File: src/rtl/vlc_pkg.sv
// Shared FSM encoding and OOK line levels for the VLC transmit/receive blocks.
package vlc_pkg;

  typedef enum logic [2:0] {
    IDLE   = 3'd0,
    ARMED  = 3'd1,
    START  = 3'd2,
    DATA   = 3'd3,
    PARITY = 3'd4,
    STOP   = 3'd5
  } state_e;

  localparam logic LINE_MARK  = 1'b1;
  localparam logic LINE_SPACE = 1'b0;

endpackage

File: src/rtl/baud_edge_sync.sv
// Two-flop synchroniser for an asynchronous square wave plus a rising-edge
// detector producing a one-cycle tick in the clk_in domain.
module baud_edge_sync (
  input  logic clk_in,
  input  logic rst,
  input  logic async_in,
  output logic tick_out
);

  logic sync_p0;
  logic sync_p1;
  logic prev_p2;

  // p0/p1: metastability filter; p2: previous synchronised level for edge detect
  always_ff @(posedge clk_in) begin
    if (rst) begin
      sync_p0 <= 1'b0;
      sync_p1 <= 1'b0;
      prev_p2 <= 1'b0;
    end else begin
      sync_p0 <= async_in;
      sync_p1 <= sync_p0;
      prev_p2 <= sync_p1;
    end
  end

  assign tick_out = sync_p1 & ~prev_p2;

endmodule

File: src/rtl/vlc_ook_tx.sv
// UART-framed on-off-keying transmitter for the VLC LED, paced by the
// synchronised rising edges of the external baud square wave.
module vlc_ook_tx
  import vlc_pkg::*;
#(
  parameter int DATA_BITS  = 8,
  parameter int STOP_BITS  = 1,
  parameter int PARITY_EN  = 0,
  parameter int PARITY_ODD = 0,
  parameter int OUT_INVERT = 0
) (
  input  logic                 clk_in,
  input  logic                 rst,
  input  logic                 baud_clk,
  input  logic [DATA_BITS-1:0] tx_data,
  input  logic                 tx_valid,
  output logic                 tx_ready,
  output logic                 led_out,
  output logic                 busy,
  output logic                 frame_done
);

  localparam int             IDX_W     = $clog2(DATA_BITS);
  localparam logic [IDX_W-1:0] LAST_IDX = IDX_W'(DATA_BITS - 1);
  localparam logic           STOP_LAST = (STOP_BITS == 2);
  localparam logic           PAR_ODD   = (PARITY_ODD != 0);
  localparam logic           PIN_INV   = (OUT_INVERT != 0);

  function automatic logic parity_of(input logic [DATA_BITS-1:0] d);
    return (^d) ^ PAR_ODD;
  endfunction

  function automatic logic pin_level(input logic line);
    return line ^ PIN_INV;
  endfunction

  state_e               state;
  logic [IDX_W-1:0]     bit_idx;
  logic                 stop_cnt;
  logic [DATA_BITS-1:0] shift_reg;
  logic                 parity_q;
  logic                 bit_tick;
  logic                 accept;

  baud_edge_sync u_sync (
    .clk_in  (clk_in),
    .rst     (rst),
    .async_in(baud_clk),
    .tick_out(bit_tick)
  );

  assign tx_ready = (state == IDLE) & ~rst;
  assign busy     = (state != IDLE);
  assign accept   = tx_valid & tx_ready;

  // Payload is held unreset; it is only consumed after an accept reloads it.
  always_ff @(posedge clk_in) begin
    if (accept) begin
      shift_reg <= tx_data;
      parity_q  <= parity_of(tx_data);
    end else if (bit_tick && (state == START || state == DATA)) begin
      shift_reg <= shift_reg >> 1;
    end
  end

  always_ff @(posedge clk_in) begin
    if (rst) begin
      state      <= IDLE;
      led_out    <= pin_level(LINE_MARK);
      frame_done <= 1'b0;
      bit_idx    <= '0;
      stop_cnt   <= 1'b0;
    end else begin
      frame_done <= 1'b0;
      case (state)
        IDLE: if (accept) state <= ARMED;
        // Waiting for a fresh tick gives the start bit a full bit period.
        ARMED: if (bit_tick) begin
          state   <= START;
          led_out <= pin_level(LINE_SPACE);
        end
        START: if (bit_tick) begin
          state   <= DATA;
          led_out <= pin_level(shift_reg[0]);
          bit_idx <= '0;
        end
        DATA: if (bit_tick) begin
          if (bit_idx != LAST_IDX) begin
            bit_idx <= bit_idx + 1'b1;
            led_out <= pin_level(shift_reg[0]);
          end else if (PARITY_EN != 0) begin
            state   <= PARITY;
            led_out <= pin_level(parity_q);
          end else begin
            state    <= STOP;
            led_out  <= pin_level(LINE_MARK);
            stop_cnt <= 1'b0;
          end
        end
        PARITY: if (bit_tick) begin
          state    <= STOP;
          led_out  <= pin_level(LINE_MARK);
          stop_cnt <= 1'b0;
        end
        STOP: if (bit_tick) begin
          if (stop_cnt != STOP_LAST) begin
            stop_cnt <= 1'b1;
          end else begin
            state      <= IDLE;
            frame_done <= 1'b1;
          end
        end
        default: state <= IDLE;
      endcase
    end
  end

endmodule

File: config.mk
export PLATFORM = sky130hd
export DESIGN_NAME = vlc_ook_tx
export DESIGN_NICKNAME = d
export VERILOG_FILES = /design/src/rtl/vlc_pkg.sv /design/src/rtl/baud_edge_sync.sv /design/src/rtl/vlc_ook_tx.sv
export SDC_FILE = /design/constraint.sdc
export NUM_CORES = 1
export LEC_CHECK = 0
export BUFFER_PORTS_ARGS = -buffer_cell sky130_fd_sc_hd__buf_2
export CORE_MARGIN = 4
export CORE_UTILIZATION = 25
export CTS_BUF_LIST = sky130_fd_sc_hd__clkbuf_16
export CTS_CLUSTER_SIZE = 8
export DETAILED_ROUTE_END_ITERATION = 7
export GPL_ROUTABILITY_DRIVEN = 1
export HOLD_SLACK_MARGIN = 0.1
export SETUP_SLACK_MARGIN = 0.1
export SLEW_MARGIN = 20
export SYNTH_ARGS = -nofsm -noshare
export SYNTH_HDL_FRONTEND = slang
export SYNTH_SLANG_ARGS = --single-unit
File: constraint.sdc
create_clock -name clk_in -period 1.7 [get_ports clk_in]
set_input_delay 0 -clock clk_in [delete_from_list [all_inputs] [get_ports clk_in]]
set_output_delay 0 -clock clk_in [all_outputs]
set_load 0.005 [all_outputs]
# --- Word-level counts from Yosys, hierarchy flattened ---
# Cells that the tools add are included.
classes:
  mux: 27
  eq_ne: 15
  add_sub_neg: 1
  bitwise_logic: 7
  reduce_logical: 13
ops:
  columns: ["op", "count"]
  rows:
  - ["$mux W3", 11]
  - ["$pmux W3 S6", 1]
  - ["$mux W8", 2]
  - ["$ne A2 B2 Y1 const B", 8]
  - ["$mux W1", 10]
  - ["$reduce_and A5 Y1", 2]
  - ["$reduce_and A8 Y1", 1]
  - ["$eq A3 B2 Y1 const B", 2]
  - ["$eq A3 B3 Y1 const B", 2]
  - ["$pmux W3 S2", 1]
  - ["$reduce_bool A3 Y1", 2]
  - ["$not A1 Y1", 4]
  - ["$pmux W1 S4", 1]
  - ["$reduce_and A4 Y1", 1]
  - ["$reduce_bool A2 Y1", 2]
  - ["$reduce_bool A4 Y1", 1]
  - ["$add A3 B1 Y3 const B", 1]
  - ["$and A1 B1 Y1", 3]
  - ["$eq A3 B1 Y1 const B", 1]
  - ["$logic_not A3 Y1", 1]
  - ["$ne A3 B3 Y1 const B", 1]
  - ["$pmux W1 S3", 1]
  - ["$reduce_or A3 Y1", 1]
  - ["$ne A2 B1 Y1 const B", 1]
  - ["2 further kinds", 2]
word_totals:
  regBits: 20
  out_inout_bits: 4

# --- Longest topological paths before layout ---
# Gate-level depths: netlist of the first run.
logic_depth:
  ltp_word: 5
  depth_mapped: 5
  ltp_nobuf: 5

# --- Cells and area by module ---
# Synthesis of the first run repeated with hierarchy kept, for this count alone.
hier_totals:
  cells_unflattened: 76
  area_unflattened_um2: 892.1
modules_own_cells:
  columns: ["mod", "cells_per_inst", "instances", "area_each_um2", "seq_area_each_um2"]
  rows:
  - ["vlc_ook_tx", 69, 1, 804.5, 400.4]
  - ["baud_edge_sync", 7, 1, 87.6, 60.1]

# --- Least setup slack after synthesis of the first run ---
# Ideal clock, no wire load.
synth_path:
  path_kind: "register to register"
  start: "register state[1]"
  end: "register shift_reg[0], data pin"
  arrival_ps: 1141
  period_less_slack_ps: 1401
  setup_time_ps: 260
  path_stages_with_launch: 4
  required_ps: 1440
  slack_ps: 299
  cell_sequence: "dfxtp_1 > nor4_4 > nand2_4 > mux2_4"
synth_between:
  elab_chain_len: 4
synth_rtl:
  columns: ["item", "line", "rtl"]
  rows:
  - ["from (decl)", "vlc_ook_tx.sv:37", "state_e state;"]
  - ["from (signal assigned)", "vlc_ook_tx.sv:68", "state <= IDLE;"]
  - ["from (signal assigned)", "vlc_ook_tx.sv:76", "IDLE: if (accept) state <= ARMED;"]
  - ["from (signal assigned)", "vlc_ook_tx.sv:79", "state <= START;"]
  - ["$logic_not A3 Y1", "vlc_ook_tx.sv:52", "assign tx_ready = (state == IDLE) & ~rst;"]
  - ["$and A1 B1 Y1", "vlc_ook_tx.sv:52", null]
  - ["net tx_ready", "vlc_ook_tx.sv:17", "output logic tx_ready,"]
  - ["$and A1 B1 Y1", "vlc_ook_tx.sv:54", "assign accept = tx_valid & tx_ready;"]
  - ["$mux W8", "vlc_ook_tx.sv:58", "if (accept) begin"]
  - ["to (signal assigned)", "vlc_ook_tx.sv:59", "shift_reg <= tx_data;"]
  - ["to (signal assigned)", "vlc_ook_tx.sv:62", "shift_reg <= shift_reg >> 1;"]
  - ["to (decl)", "vlc_ook_tx.sv:40", "logic [DATA_BITS-1:0] shift_reg;"]
# The timed path passes the listed nets, and every way through them passes these cells.
# A chain may end at the register's enable or synchronous reset.

# --- Worst setup path after layout of the first run ---
layout_path:
  start: "register state[2]"
  end: "register shift_reg[0], data pin"
layout_between:
  elab_chain_len: 4
layout_rtl:
  columns: ["item", "line"]
  rows:
  - ["$logic_not A3 Y1", "vlc_ook_tx.sv:52"]
  - ["$and A1 B1 Y1", "vlc_ook_tx.sv:52"]
  - ["$and A1 B1 Y1", "vlc_ook_tx.sv:54"]
  - ["$mux W8", "vlc_ook_tx.sv:58"]
# Every way passes these cells.

==> impl_metrics.ini, run 1 <==
[power]
pwr-share-comb_pct = 10.5
internal_power_uw = 878
power_density_nw_per_um2 = 886
seq_power_share_pct = 46.0
p_clk_share_pct = 43.5
p_sw_uw = 216
ir_worst_vdd_mv = 0.460
leakagePower_uw = 0.000499
power_uw = 1090
switching_share_pct = 19.8

[routing]
dr.first_iter.drc_count = 8
via_per_inst = 4.51
vias = 672
firstDrtPassIters = 2
wirelength_um = 1830
ant_nets = 0
drc_errors = 0
wl_per_cell_um = 12.3

[logic_synthesis]
ys_async_sr_fraction_pct = 0
ys_ff_latch = 19
synth_cells = 75
ys_seq_area_share_pct = 50.4
synthFlopType = dfxtp_1
post_synth.cell_area_avg_um2 = 12.2
syn_nets = 89
yosysWarnings = 0
netlist_area_um2 = 913
synth_cell_types = 31
synth_edf_count = 8

[floorplanning]
io_pins = 16
die_height_um = 68.4
rows = 21
coreArea_um2 = 3440
initial_utilization_pct = 26.5
fp.dieArea_um2 = 4680
die_width_um = 68.4

[sta]
holdWs_ns = 0.113
max_slew_margin_pct = 73.7
drv_slew = 0
setup_ws_ns = 0.193
fmax_mhz = 664
tns_ns = 0
rsz0062_at_grt = yes
finClkSkew_ns = 0.00157
tightest_slew_ns = 0.393
final_hold_viol_count = 0
period_minus_slack_ns = 1.51
setup_viol = 0
fin_crit_sh_pct = 88.6

[worst_setup_path]
crit_start = state[2]$_SDFFE_PP0P_
start_kind = flop
path_max_fanout = 12
r2r_start = state[2]$_SDFFE_PP0P_
path_class = reg2reg
crit_required_ns = 1.70
endpoint_kind = flop
arrival_ns = 1.50

[clock_network]
cts_tree = done
post_cts_buffers = 0
htreeDepth = 1
clockRootBuffer = clkbuf_16
cts_num_sinks = 19
path_clk_slew_ns = 0.05
cts_made_buffers = 3
clk_latency_ns = 0.25
cts_buffer_depth = 2

[grt]
grt_overflow = 0
antenna_found_initial = 0
grt_max_degree = 14
grt_usage_pct = 8.83
grt_pass1_vias = 648
grt_first_pass_wirelength_um = 3090

[placed_design]
hpwl_um = 1270
dp_slack_ns = 0.130
place.gp.congestion = 0.764
io_buffer_count = 15

[layout]
largest_register_ffs = 8
diodes = 0
syn2layout_area_growth_pct = 35.2
filler_cell_count = 329
fin_nets = 118
layout_commonest_cell = buf_2
final_cell_mix = 15 x buf_2, 11 x dfxtp_1, 11 x dlygate4sd3_1
drive_gt1_share_pct = 31.1

[outcome]
status = completed

[worst_hold_path]
hp-start = tx_valid
hold_path_class = in2reg

[flow_run]
maxCapViolCount = 0
-- layer usage --
layer / GRT usage [%] / wire length (µm) / vias up / part of all wire [%]
li1: - / - / 344 / -
met1: 11.1 / 894 / 313 / 49
met2: 14.1 / 809 / 13 / 44
met3: 3.45 / 109 / 2 / 6.0
met4: 2.23 / 13 / 0 / 0.71
met5: 0 / 0 / - / 0
-- area by class of cell --
class | instances | area [µm²] | share of cell area, %
Multi-Input combinational cell | 52 | 437 | 35.4
Sequential cell | 19 | 460 | 37.3
Timing Repair Buffer | 28 | 200 | 16.2
Clock buffer | 3 | 75.1 | 6.08
Clock inverter | 1 | 5.00 | 0.405
Tap cell | 46 | 57.6 | 4.66
-- per-stage QoR --
step                      instance area (µm²)  util, %  cells
after global routing                     1230     35.9    149
after global placement                   1040     30.3    134
after floorplan                           913        -     75
final                                    1230     35.9    149
after CTS                                1230     35.8    149
after detailed placement                 1040     30.3    134
-- what timing repair did --
item	in CTS	in global routing
gates resized for setup	0	1
hold endpoints to repair	10	0
setup endpoints to repair	0	8
hold buffers	11	0
-- worst paths after layout --
path                                 to  slack (ns)  cells past startpoint
min reg2reg   u_sync.sync_p1$_SDFF_PP0_        0.44                      1
max reg2reg      shift_reg[0]$_DFFE_PP_        0.19                      3
max              shift_reg[0]$_DFFE_PP_        0.19                      3
min          shift_reg[7]$_SDFFCE_PN0P_        0.11                      2
-- cells by family after synthesis --
family,Yosys count,share of synthesized area (%)
flip-flops,19,50.4
AO/OA/AOI/OAI,16,10.8
AND/OR/NAND/NOR,27,22.5
multiplexers,7,11.5
adder cells (fa/ha/maj),2,2.74
buffers and inverters,4,2.05
-- power by group through the flow --
stage	clock [µW]	combinational, µW	sequential (µW)
final	476	115	504
after global routing	516	127	505
after CTS	493	116	504
after detailed placement	0	95.5	513
after global placement	0	93.8	513
after floorplan	0	63.2	511
-- worst max-delay path: stages (launching register included) --
cell and delay, ns:
dfxtp_1 0.42, nor4_4 0.34, nand2_4 0.17, mux2_4 0.33
-- cells in the mapped netlist, types with 2 or more instances --
master,n,area share [%]
a2111oi_1,2,2.2
a21oi_1,7,3.8
buf_2,3,1.6
dfxtp_1,11,24
edfxtp_1,8,26
ha_1,2,2.7
mux2_4,7,12
nand2_1,2,0.82
nand2b_1,4,2.7
nand4_1,2,1.4
nor2b_1,3,2.1
o21ai_0,4,2.2
or3_1,2,1.4
Power figures use the tool's default switching activity.
==> inputs of run 2 (changes only) <==
--- a/config.mk
+++ b/config.mk
@@ -6,7 +6,8 @@
 export NUM_CORES = 1
 export LEC_CHECK = 0
 export BUFFER_PORTS_ARGS = -buffer_cell sky130_fd_sc_hd__buf_2
-export CORE_MARGIN = 4
+export CORE_ASPECT_RATIO = 1.5
+export CORE_MARGIN = 10
 export CORE_UTILIZATION = 25
 export CTS_BUF_LIST = sky130_fd_sc_hd__clkbuf_16
 export CTS_CLUSTER_SIZE = 8
==> impl_metrics.ini, run 2 (synthesis results as in run 1) <==
[outcome]
status = completed

[sta]
period_minus_slack_ns = 1.51
tightest_slew_ns = 0.322
max_slew_margin_pct = 78.3
tns_ns = 0
drv_slew = 0
final_hold_viol_count = 0
fmax_mhz = 663
setup_viol = 0
finClkSkew_ns = 0.00171
rsz0062_at_grt = no
fin_crit_sh_pct = 88.7

[layout]
drive_gt1_share_pct = 31.1
filler_cell_count = 330
final_cell_area_um2 = 1230
fin_nets = 118
syn2layout_area_growth_pct = 34.2
final_cell_mix = 15 x buf_2, 11 x dfxtp_1, 10 x dlygate4sd3_1
final-seq-area_um2 = 460
layout_commonest_cell = buf_2
multiInputGateArea_um2 = 437
largest_register_ffs = 8
diodes = 0

[routing]
vias = 669
wirelength_um = 1910
via_per_inst = 4.61
ant_nets = 0
drc_errors = 0
wl_per_cell_um = 13.1
firstDrtPassIters = 4
wl_met3_um = 108
top_layer = met4
met1_length_um = 958
dr_wl_met2_um = 794
dr.first_iter.drc_count = 23

[clock_network]
post_cts_buffers = 0
htreeDepth = 1
path_clk_slew_ns = 0.05
cts_tree = done
clockRootBuffer = clkbuf_16
cts_buffer_depth = 2
clk_latency_ns = 0.25
cts_num_sinks = 19
cts_made_buffers = 3

[power]
power_density_nw_per_um2 = 894
ir_worst_vdd_mv = 0.513
leakagePower_uw = 0.000500

[placed_design]
hpwl_um = 1390
place_area_um2 = 1040
place.gp.congestion = 0.800
io_buffer_count = 15

[grt]
grt_usage_pct = 6.39
grt_overflow = 0
grt_pass1_vias = 707
grt_max_degree = 14
grt_first_pass_wirelength_um = 3370
antenna_found_initial = 0

[worst_setup_path]
arrival_ns = 1.51
slowest_stage = dlygate4sd3_1
crit_start = rst
r2r_start = state[2]$_SDFFE_PP0P_
start_kind = primary input
crit_chain = dlygate4sd3_1 > buf_2 > nor4_4 > nand2_4 > mux2_4
crit_required_ns = 1.70
reg2reg_depth = 3
path_class = in2reg
ff2ff_setup_slack_ns = 0.20
r2r-end = shift_reg[1]$_DFFE_PP_
path_max_fanout = 12
endpoint_kind = flop
max_stage_delay_ns = 0.53

[floorplanning]
fp.dieArea_um2 = 6520
io_pins = 16
die_width_um = 69.4
initial_utilization_pct = 26.2
rows = 26
coreArea_um2 = 3480
die_height_um = 94.0

[flow_run]
maxCapViolCount = 0

[worst_hold_path]
hold_depth = 2
worstHoldEndpoint = shift_reg[7]$_SDFFCE_PN0P_
hp-start = tx_valid
hold_path_class = in2reg
==> run 2: cell types whose count changed in the layout (fill, tap and decap cells not counted), sizes merged <==
cell         previous run  this run
buf                    17        18
clkinv                  1         0
dlygate4sd3            11        10
inv                     0         1
==> run 2: report_power, final <==
group          internal [µW]  switching [µW]  leakage, µW
clock network            313             167    0.0000423
logic                   66.2            46.9     0.000294
registers                495            8.25     0.000163
==> run 2: area by class of cell <==
cell class	count	area share, %
sequential	19	37.6
clock inverter	1	0.306
multi-input combinational	52	35.6
tap	42	4.29
timing repair buffer	28	16.1
clock buffer	3	6.12
==> run 2: critical path, delay by kind of cell <==
| kind | cells | cell delay, ns |
|---|---|---|
| buffers and inverters | 2 | 0.73 |
| muxes | 1 | 0.34 |
| and+or+nand+nor | 2 | 0.44 |
==> run 2: per-layer routing <==
metal / vias to the layer above / global-route usage (%)
li1: 341 / -
met1: 308 / 7.72
met2: 15 / 9.10
met3: 5 / 2.96
met4: 0 / 3.54
met5: - / 0
==> run 2: timing repair <==
| item | 4_1_cts | 5_1_grt |
|---|---|---|
| resized for setup | 0 | 1 |
| endpoints found under the setup margin | 0 | 8 |
| hold buffers | 10 | 0 |
| hold endpoints to repair | 11 | 0 |
==> run 2: through the flow <==
step / power, µW / cells / hold WS [ns] / worst slack (ns) / util, %
2_1_floorplan: 574 / 75 / 0.0258 / 0.299 / -
3_3_place_gp: 608 / 131 / 0.220 / 0.154 / 30.0
3_5_place_dp: 609 / 131 / 0.225 / 0.142 / 30.0
4_1_cts: 1100 / 145 / 0.119 / 0.114 / 35.2
5_1_grt: 1150 / 145 / 0.143 / 0.141 / 35.2
6_report: 1100 / 145 / 0.115 / 0.192 / 35.2
==> run 2: worst max path at each step <==
stage,end
after global placement,shift_reg[6]$_DFFE_PP_
after global routing,shift_reg[1]$_DFFE_PP_
after detailed placement,shift_reg[7]$_SDFFCE_PN0P_
after CTS,shift_reg[6]$_DFFE_PP_
after floorplan,shift_reg[0]$_DFFE_PP_
final,shift_reg[1]$_DFFE_PP_
==> inputs of run 3 (changes only) <==
--- a/config.mk
+++ b/config.mk
@@ -6,6 +6,8 @@
 export NUM_CORES = 1
 export LEC_CHECK = 0
 export BUFFER_PORTS_ARGS = -buffer_cell sky130_fd_sc_hd__buf_2
+export CELL_PAD_IN_SITES_DETAIL_PLACEMENT = 1
+export CELL_PAD_IN_SITES_GLOBAL_PLACEMENT = 2
 export CORE_ASPECT_RATIO = 1.5
 export CORE_MARGIN = 10
 export CORE_UTILIZATION = 25
@@ -14,7 +16,10 @@
 export DETAILED_ROUTE_END_ITERATION = 7
 export GPL_ROUTABILITY_DRIVEN = 1
 export HOLD_SLACK_MARGIN = 0.1
+export PLACE_DENSITY_LB_ADDON = 0.1
+export REMOVE_ABC_BUFFERS = 1
 export SETUP_SLACK_MARGIN = 0.1
+export SKIP_LAST_GASP = 1
 export SLEW_MARGIN = 20
 export SYNTH_ARGS = -nofsm -noshare
 export SYNTH_HDL_FRONTEND = slang
==> impl_metrics.ini, run 3 (synthesis results as in run 1) <==
[outcome]
status = completed

[power]
ir_worst_vdd_mv = 0.317
leakagePower_uw = 0.000502
power_uw = 1100
power_density_nw_per_um2 = 895

[sta]
drv_slew = 0
rsz0062_at_grt = no
setup_viol = 0
period_minus_slack_ns = 1.47
max_slew_margin_pct = 79.3
final_hold_viol_count = 0
holdWs_ns = 0.118
tns_ns = 0
tightest_slew_ns = 0.308
finClkSkew_ns = 0.00471
fin_crit_sh_pct = 86.2
fmax_mhz = 682

[floorplanning]
io_pins = 16
die_width_um = 69.4
rows = 26
die_height_um = 94.0
coreArea_um2 = 3480
fp.dieArea_um2 = 6520
initial_utilization_pct = 26.2

[worst_setup_path]
slowest_stage = a221o_1
start_kind = flop
crit_chain = ha_1 > ha_1 > a21oi_1 > o22ai_1 > a221o_1
max_stage_delay_ns = 0.35
arrival_ns = 1.60
path_class = reg2reg
crit_required_ns = 1.84
path_max_fanout = 4
cpMostUsedCell = ha_1
endpoint_kind = flop

[routing]
drc_errors = 0
ant_nets = 0
vias = 667
firstDrtPassIters = 4
wl_per_cell_um = 15.1
via_per_inst = 4.60
dr.first_iter.drc_count = 9
wirelength_um = 2190

[placed_design]
io_buffer_count = 15
hpwl_um = 1630
place.gp.congestion = 0.707

[layout]
largest_register_ffs = 8
syn2layout_area_growth_pct = 34.5
filler_cell_count = 386
multiInputGateArea_um2 = 442
final_cell_mix = 15 x buf_2, 11 x dfxtp_1, 9 x dlygate4sd3_1
layout_commonest_cell = buf_2
final-seq-area_um2 = 460
diodes = 0
drive_gt1_share_pct = 33.0
final_core_util_pct = 35.3
fin_nets = 118

[flow_run]
maxCapViolCount = 0

[grt]
grt_overflow = 0
grt_first_pass_wirelength_um = 3880
grt_pass1_vias = 777
grt_usage_pct = 7.36
antenna_found_initial = 0
grt_max_degree = 14

[clock_network]
cts_made_buffers = 3
clk_latency_ns = 0.25
htreeDepth = 1
cts_tree = done
clockRootBuffer = clkbuf_16
cts_num_sinks = 19
post_cts_buffers = 0
path_clk_slew_ns = 0.06
cts_buffer_depth = 2

[worst_hold_path]
hold_path_class = in2reg
run 3: changes by cell type in the layout (fill, tap and decap cells not counted):
cell / change
a2111oi_2: +1
buf_4: +1
a2111oi_1: -1
dlygate4sd3_1: -1
run 3: final timing paths:
path	startpoint	to	slack (ns)	cells past startpoint
setup reg to reg	bit_idx[0]$_SDFFE_PP0P_	led_out$_SDFFE_PP1P_	0.23	5
hold / removal	tx_valid	shift_reg[7]$_SDFFCE_PN0P_	0.12	2
setup / recovery	bit_idx[0]$_SDFFE_PP0P_	led_out$_SDFFE_PP1P_	0.23	5
hold reg to reg	u_sync.sync_p0$_SDFF_PP0_	u_sync.sync_p1$_SDFF_PP0_	0.44	1
run 3: cell type report:
class	instances	area share (%)
flip-flops and latches	19	37.5
multi-input cells	52	35.9
repair buffers	28	15.9
clock buffers	3	6.11
well taps	42	4.28
clock inverters	1	0.305
run 3: metrics by stage:
stage	cell area, µm²	setup slack (ns)	cells
global route	1230	0.124	145
CTS	1220	0.132	145
finish	1230	0.234	145
floorplan	895	0.211	71
detailed placement	1050	0.142	132
global placement	1050	0.190	132
run 3: routing by layer:
metal,global-route usage (%),part of all wire (%)
met1,7.97,46
met2,12.5,49
met3,2.01,3.4
met4,4.55,1.5
met5,0,0
run 3: power by group:
| part | total, µW | switching, µW | internal [µW] |
|---|---|---|---|
| clock network | 480 | 167 | 313 |
| logic | 116 | 49.4 | 66.6 |
| registers | 504 | 8.57 | 495 |
| total | 1100 | 225 | 874 |
run 3: repair_timing:
| item | 4_1_cts | 5_1_grt |
|---|---|---|
| resized for setup | 0 | 2 |
| hold buffers | 9 | 0 |
| endpoints found under the setup margin | 0 | 9 |
| hold endpoints to repair | 9 | 0 |
run 3: worst max-delay path, delay by kind of cell (launching register included):
kind,cells,cell delay (ns)
AOI/OAI and AO/OA,3,0.64
adders and majority gates,2,0.42
DFF,1,0.31
